`src/rtl/fifo_pkg.sv`:
```
// Shared definitions for the FIFO read-side packer: FSM encoding and the
// default lane geometry.
package fifo_pkg;

    localparam int WIDTH_DEF = 8;
    localparam int LANES_DEF = 4;

    typedef enum logic {
        FILL = 1'b0,
        HOLD = 1'b1
    } state_t;

endpackage

```
`src/rtl/fifo_rd_packer.sv`:
```
// Drains bytes from an async FIFO read port and packs LANES of them,
// little-endian, into one word presented on a valid/ready output.
module fifo_rd_packer
    import fifo_pkg::*;
#(
    parameter int WIDTH = WIDTH_DEF,
    parameter int LANES = LANES_DEF
) (
    input  logic                     rclk,
    input  logic                     rst,
    input  logic                     empty,
    input  logic                     underflow,
    input  logic [WIDTH-1:0]         rdata,
    output logic                     ren,
    output logic [WIDTH*LANES-1:0]   out_data,
    output logic                     out_valid,
    input  logic                     out_ready,
    output logic [15:0]              word_count,
    output logic                     err_underflow
);

    localparam int            CW      = $clog2(LANES + 1);
    localparam logic [CW:0]   LANES_W = (CW + 1)'(LANES);
    localparam logic [CW-1:0] LAST    = CW'(LANES - 1);

    state_t                   state;
    state_t                   state_nxt;
    logic                     cap_vld;
    logic [CW-1:0]            fill_cnt;
    logic [CW:0]              inflight;
    logic [WIDTH*LANES-1:0]   lanes_q;
    logic [WIDTH*LANES-1:0]   cap_word;
    logic [15:0]              word_count_q;
    logic                     out_free;
    logic                     word_done;
    logic                     load_out;

    assign out_free   = !out_valid || out_ready;
    assign word_done  = cap_vld && (fill_cnt == LAST);
    assign inflight   = {1'b0, fill_cnt} + {{CW{1'b0}}, cap_vld};
    assign load_out   = ((state == FILL) && word_done && out_free) ||
                        ((state == HOLD) && out_free);
    assign word_count = word_count_q;

    // Current lanes with the arriving byte merged into lane fill_cnt.
    always_comb begin
        cap_word = lanes_q;
        for (int k = 0; k < LANES; k++) begin
            if (fill_cnt == CW'(k)) begin
                cap_word[k*WIDTH +: WIDTH] = rdata;
            end
        end
    end

    always_ff @(posedge rclk) begin
        if (rst) begin
            state <= FILL;
        end else begin
            state <= state_nxt;
        end
    end

    always_comb begin
        state_nxt = state;
        case (state)
            FILL: if (word_done && !out_free) state_nxt = HOLD;
            HOLD: if (out_free)               state_nxt = FILL;
            default:                          state_nxt = FILL;
        endcase
    end

    // Counting in-flight reads keeps the fetch from overrunning the word.
    always_comb begin
        ren = 1'b0;
        if (!rst && !empty && (state == FILL) && (inflight < LANES_W)) begin
            ren = 1'b1;
        end
    end

    always_ff @(posedge rclk) begin
        if (rst) begin
            cap_vld       <= 1'b0;
            fill_cnt      <= '0;
            out_valid     <= 1'b0;
            out_data      <= '0;
            word_count_q  <= '0;
            err_underflow <= 1'b0;
        end else begin
            cap_vld <= ren;
            if (underflow) begin
                err_underflow <= 1'b1;
            end
            if (out_valid && out_ready) begin
                word_count_q <= word_count_q + 16'd1;
            end
            if (load_out) begin
                out_valid <= 1'b1;
                out_data  <= (state == HOLD) ? lanes_q : cap_word;
                fill_cnt  <= '0;
            end else begin
                if (out_valid && out_ready) begin
                    out_valid <= 1'b0;
                end
                if (cap_vld) begin
                    fill_cnt <= fill_cnt + CW'(1);
                end
            end
        end
    end

    // Lane storage needs no reset: every lane is rewritten before it is used.
    always_ff @(posedge rclk) begin
        if (cap_vld) begin
            lanes_q <= cap_word;
        end
    end

endmodule

```
`config.mk`:
```
export PLATFORM = sky130hd
export DESIGN_NAME = fifo_rd_packer
export DESIGN_NICKNAME = d
export VERILOG_FILES = /design/src/rtl/fifo_pkg.sv /design/src/rtl/fifo_rd_packer.sv
export SDC_FILE = /design/constraint.sdc
export NUM_CORES = 1
export LEC_CHECK = 0
export ABC_CLOCK_PERIOD_IN_PS = 2700
export CORE_MARGIN = 10
export CORE_UTILIZATION = 54
export CTS_CLUSTER_DIAMETER = 30
export DETAILED_ROUTE_END_ITERATION = 8
export GPL_TIMING_DRIVEN = 0
export PLACE_DENSITY = 0.8
export SETUP_SLACK_MARGIN = 0.05
export SLEW_MARGIN = 20
export SYNTH_ARGS = -nofsm -noshare
export SYNTH_HDL_FRONTEND = slang
export SYNTH_SLANG_ARGS = --single-unit
```
`constraint.sdc`:
```
create_clock -name rclk -period 2.7 [get_ports rclk]
set_input_delay 0.405 -clock rclk [delete_from_list [all_inputs] [get_ports rclk]]
set_output_delay 0.405 -clock rclk [all_outputs]
set_load 0.02 [all_outputs]
```
==> impl_metrics.tcl, run 1 <==
set metrics [dict create \
    status "complete, no violations" \
    detailroute.via_count 2765 \
    detailed_place_hpwl_um 6640 \
    yosys.cell_count.top_type "sky130_fd_sc_hd__dfxtp_1" \
    clock_pin_slew_of_the_registers_on_the_worst_case_setup_and_hold_paths_ns 0.08 \
    io-pin-count 64 \
    setup_violations 0 \
    syn_nets 341 \
    grt_start_max_net_pins 28 \
    synthTopCellsByArea "sky130_fd_sc_hd__dfxtp_1 27%, sky130_fd_sc_hd__edfxtp_1 23%, sky130_fd_sc_hd__mux2_4 8.8%" \
    proportion_of_register_bits_with_asynchronous_set_or_reset_after_synthesis_pct 0 \
    cts_hold_buffers 0 \
    globalRouteTotalUtil_pct 16.7 \
    route.antenna.remaining_nets 0 \
    drt_wl_total_um 9230 \
    final.min_clock_period_ns 2.38 \
    post_cts.repair.setup_buffers 0 \
    r2r.worst_path.cells 8 \
    timing_max_transition_violations_final 0 \
    flip_flop_and_latch_count_after_synthesis 87 \
    max_freq_mhz 420 \
    grt_first_pass_wirelength_um 15500 \
    pre_cts_ws_ns 0.142 \
    yosysTopAreaCell "sky130_fd_sc_hd__dfxtp_1" \
    vias_per_cell 5.53 \
    timing.setup.critical_path_class "reg -> out" \
    dieArea_mm2 0.0115 \
    min_path_type "in -> reg" \
    synth.lib_cells_used.distinct 39 \
    tightestPinTransition_ns 0.514 \
    floorplan_core_area_mm2 0.00729 \
    source_of_the_critical_timing_path "state$_SDFF_PP0_" \
    clock_sinks 87 \
    syn-mean-instance-area_um2 12.7 \
    static-leakage-power_nw 2.17 \
    num_antenna_cells 0 \
    clock_latency_at_the_later_pin_of_the_worst_skew_pair_ns 0.36 \
    rsz0062_at_grt "false" \
    start_util_pct 56.1 \
    fin_crit_share_pct 88.1 \
    wl_per_cell_um 18.5 \
    vdd_ir_drop_max_mv 0.405 \
    cp_max_fo 10 \
    post_synth_inst_count 322 \
    cts_root_buf "sky130_fd_sc_hd__clkbuf_8" \
    synth_top_cells_by_count "55 x sky130_fd_sc_hd__dfxtp_1, 32 x sky130_fd_sc_hd__edfxtp_1, 26 x sky130_fd_sc_hd__nand2b_1" \
    worst_ep_arrival_ns 1.97 \
    finalNetCount 415 \
    floorplan.rows 31 \
    end_kind "output pin" \
    synth_area_mm2 0.00409 \
    sum_neg_setup_slack_ns 0 \
    routabilityCongestion 0.748 \
    timing.max_slew.rel_slack_pct 65.7 \
    critPathLaunchType "flip-flop" \
    postSynth.topFlopCell "sky130_fd_sc_hd__dfxtp_1" \
    timing.critical_path.to "ren" \
    io_buffer_count 62 \
    fp.dieH_um 107 \
    regToRegStartpoint "fill_cnt[0]$_SDFFE_PP0P_" \
    dr.pass1.iters 4 \
    cap_viol_max_count 0 \
    p_r_area_growth_vs_syn_pct 23.7 \
    power_density_normalized_to_cell_area_mw_per_mm2 510 \
    post_cts_resized 1 \
    maximum_clock_skew_at_final_layout_ns 0.0174 \
    drtIter0Drc 157 \
    synth-seq-area-share_pct 50.4 \
    synth.yosys.warnings 0 \
    finalHoldWorstSlack_ns 0.386 \
    worst_reg_to_reg_setup_slack_ns 0.65 \
    synth_edf_count 32 \
    clock_path_buffers 2 \
    number_of_antenna_violations_at_the_first_check_in_global_routing 0 \
    post-route-drc-count 0 \
    via_count_of_the_first_global_routing_pass 2937 \
    synth_top_cell_area_share_pct 26.9 \
    final_hold_violations 0 \
    required_ns 2.30 \
    cts_buffers 9 \
    fin_ws_ns 0.320 \
    final_layout_size_suffix_gt1_share_pct 21.2 \
    crit-reg2reg-capture "out_data[11]$_SDFFE_PP0P_" \
    ctsHtreeMaxLevel 3 \
    post-route-util_pct 69.4 \
    tritoncts_clock_tree "built" \
    globalRouteOverflowTotal 0 \
    die-width_um 107 \
]
[sequential cells by signal, indices dropped and copies added (netlist names)]
signal	flops
lanes_q	32
out_data	32
word_count	16
fill_cnt	3
cap_vld	1
err_underflow	1
out_valid	1
state	1
[stage by stage]
step	total power, mW	cells	cell area (um^2)
after floorplan	1.60	322	4090
after CTS	2.59	500	5060
final	2.58	500	5060
after global placement	1.66	483	4830
after detailed placement	1.67	484	4860
after global routing	2.66	500	5060
[per-layer routing]
metal	vias up	wire (um)	GRT usage, %
met5	-	0	0
met4	0	169	5.61
met3	14	591	4.97
met2	62	4590	27.7
met1	1371	3880	20.2
li1	1318	-	-
[report_power, final]
group          leakage [nW]  internal [mW]  switching [mW]
combinational          1.33          0.119           0.104
sequential            0.743           1.40          0.0211
clock                0.0964          0.437           0.500
[worst max-delay path, stage by stage (launching register included)]
cell,delay [ns]
sky130_fd_sc_hd__dfxtp_1,0.34
sky130_fd_sc_hd__buf_2,0.19
sky130_fd_sc_hd__or4_1,0.55
sky130_fd_sc_hd__a31oi_1,0.18
sky130_fd_sc_hd__dlygate4sd2_1,0.35
[area by class of cell]
| class | instances | area [um^2] |
|---|---|---|
| Clock inverter | 7 | 80.1 |
| Timing Repair Buffer | 63 | 639 |
| Multi-Input combinational cell | 208 | 1850 |
| Tap cell | 99 | 124 |
| Fill cell | 560 | 2230 |
| Inverter | 6 | 22.5 |
| Clock buffer | 9 | 124 |
| Sequential cell | 87 | 2060 |
| Buffer | 21 | 153 |
[cells by family after synthesis]
logic type | count (synthesis) | share of synthesized area [%]
DFF | 87 | 50.4
and+or+nand+nor | 79 | 13.2
AOI/OAI and AO/OA | 70 | 14.2
muxes | 41 | 13.5
buffers and inverters | 27 | 4.28
xor gates and xnor gates | 12 | 2.57
adders and majority gates | 6 | 1.84
[cells in the final DEF (no fill, tap or decap), types with 4 or more instances in the layout]
cell type	count
sky130_fd_sc_hd__mux2_1	7
sky130_fd_sc_hd__buf_2	5
sky130_fd_sc_hd__a21o_1	24
sky130_fd_sc_hd__inv_1	6
sky130_fd_sc_hd__a21oi_1	6
sky130_fd_sc_hd__ha_1	6
sky130_fd_sc_hd__dfxtp_1	54
sky130_fd_sc_hd__clkbuf_8	9
sky130_fd_sc_hd__nand2_1	5
sky130_fd_sc_hd__o211a_1	24
sky130_fd_sc_hd__clkdlybuf4s50_1	61
sky130_fd_sc_hd__edfxtp_1	32
sky130_fd_sc_hd__nor3_1	5
sky130_fd_sc_hd__xnor2_1	11
sky130_fd_sc_hd__nand2b_1	26
sky130_fd_sc_hd__nor2_1	16
sky130_fd_sc_hd__clkbuf_1	6
sky130_fd_sc_hd__nand3_1	4
sky130_fd_sc_hd__mux2_2	9
sky130_fd_sc_hd__nor4_2	6
sky130_fd_sc_hd__buf_6	8
sky130_fd_sc_hd__mux2_4	24
sky130_fd_sc_hd__a22o_1	8
[worst min-delay path by stage]
stage | startpoint | end | slack, ns | cells after the start
after global routing | rst | fill_cnt[2]$_SDFFE_PP0P_ | 0.42 | 2
final | rst | fill_cnt[2]$_SDFFE_PP0P_ | 0.39 | 2
after global placement | out_data[16]$_SDFFE_PP0P_ | out_data[16]$_SDFFE_PP0P_ | 0.43 | 1
after floorplan | fill_cnt[1]$_SDFFE_PP0P_ | cap_vld$_SDFF_PP0_ | 0.51 | 1
after detailed placement | out_data[22]$_SDFFE_PP0P_ | out_data[22]$_SDFFE_PP0P_ | 0.44 | 1
after CTS | rst | fill_cnt[2]$_SDFFE_PP0P_ | 0.38 | 2
(Power assumes the default switching activity.)
==> run 2, diff against run 1 <==
Settings changed: CTS_CLUSTER_SIZE from default to 10.
==> results of run 2 <==
The final DEF is identical to that of run 1; final timing and power are the same.
==> run 3, diff against run 2 <==
Settings changed: GPL_ROUTABILITY_DRIVEN from default to 0.
==> results of run 3 <==
The final DEF is identical to that of run 1; final timing and power are the same.
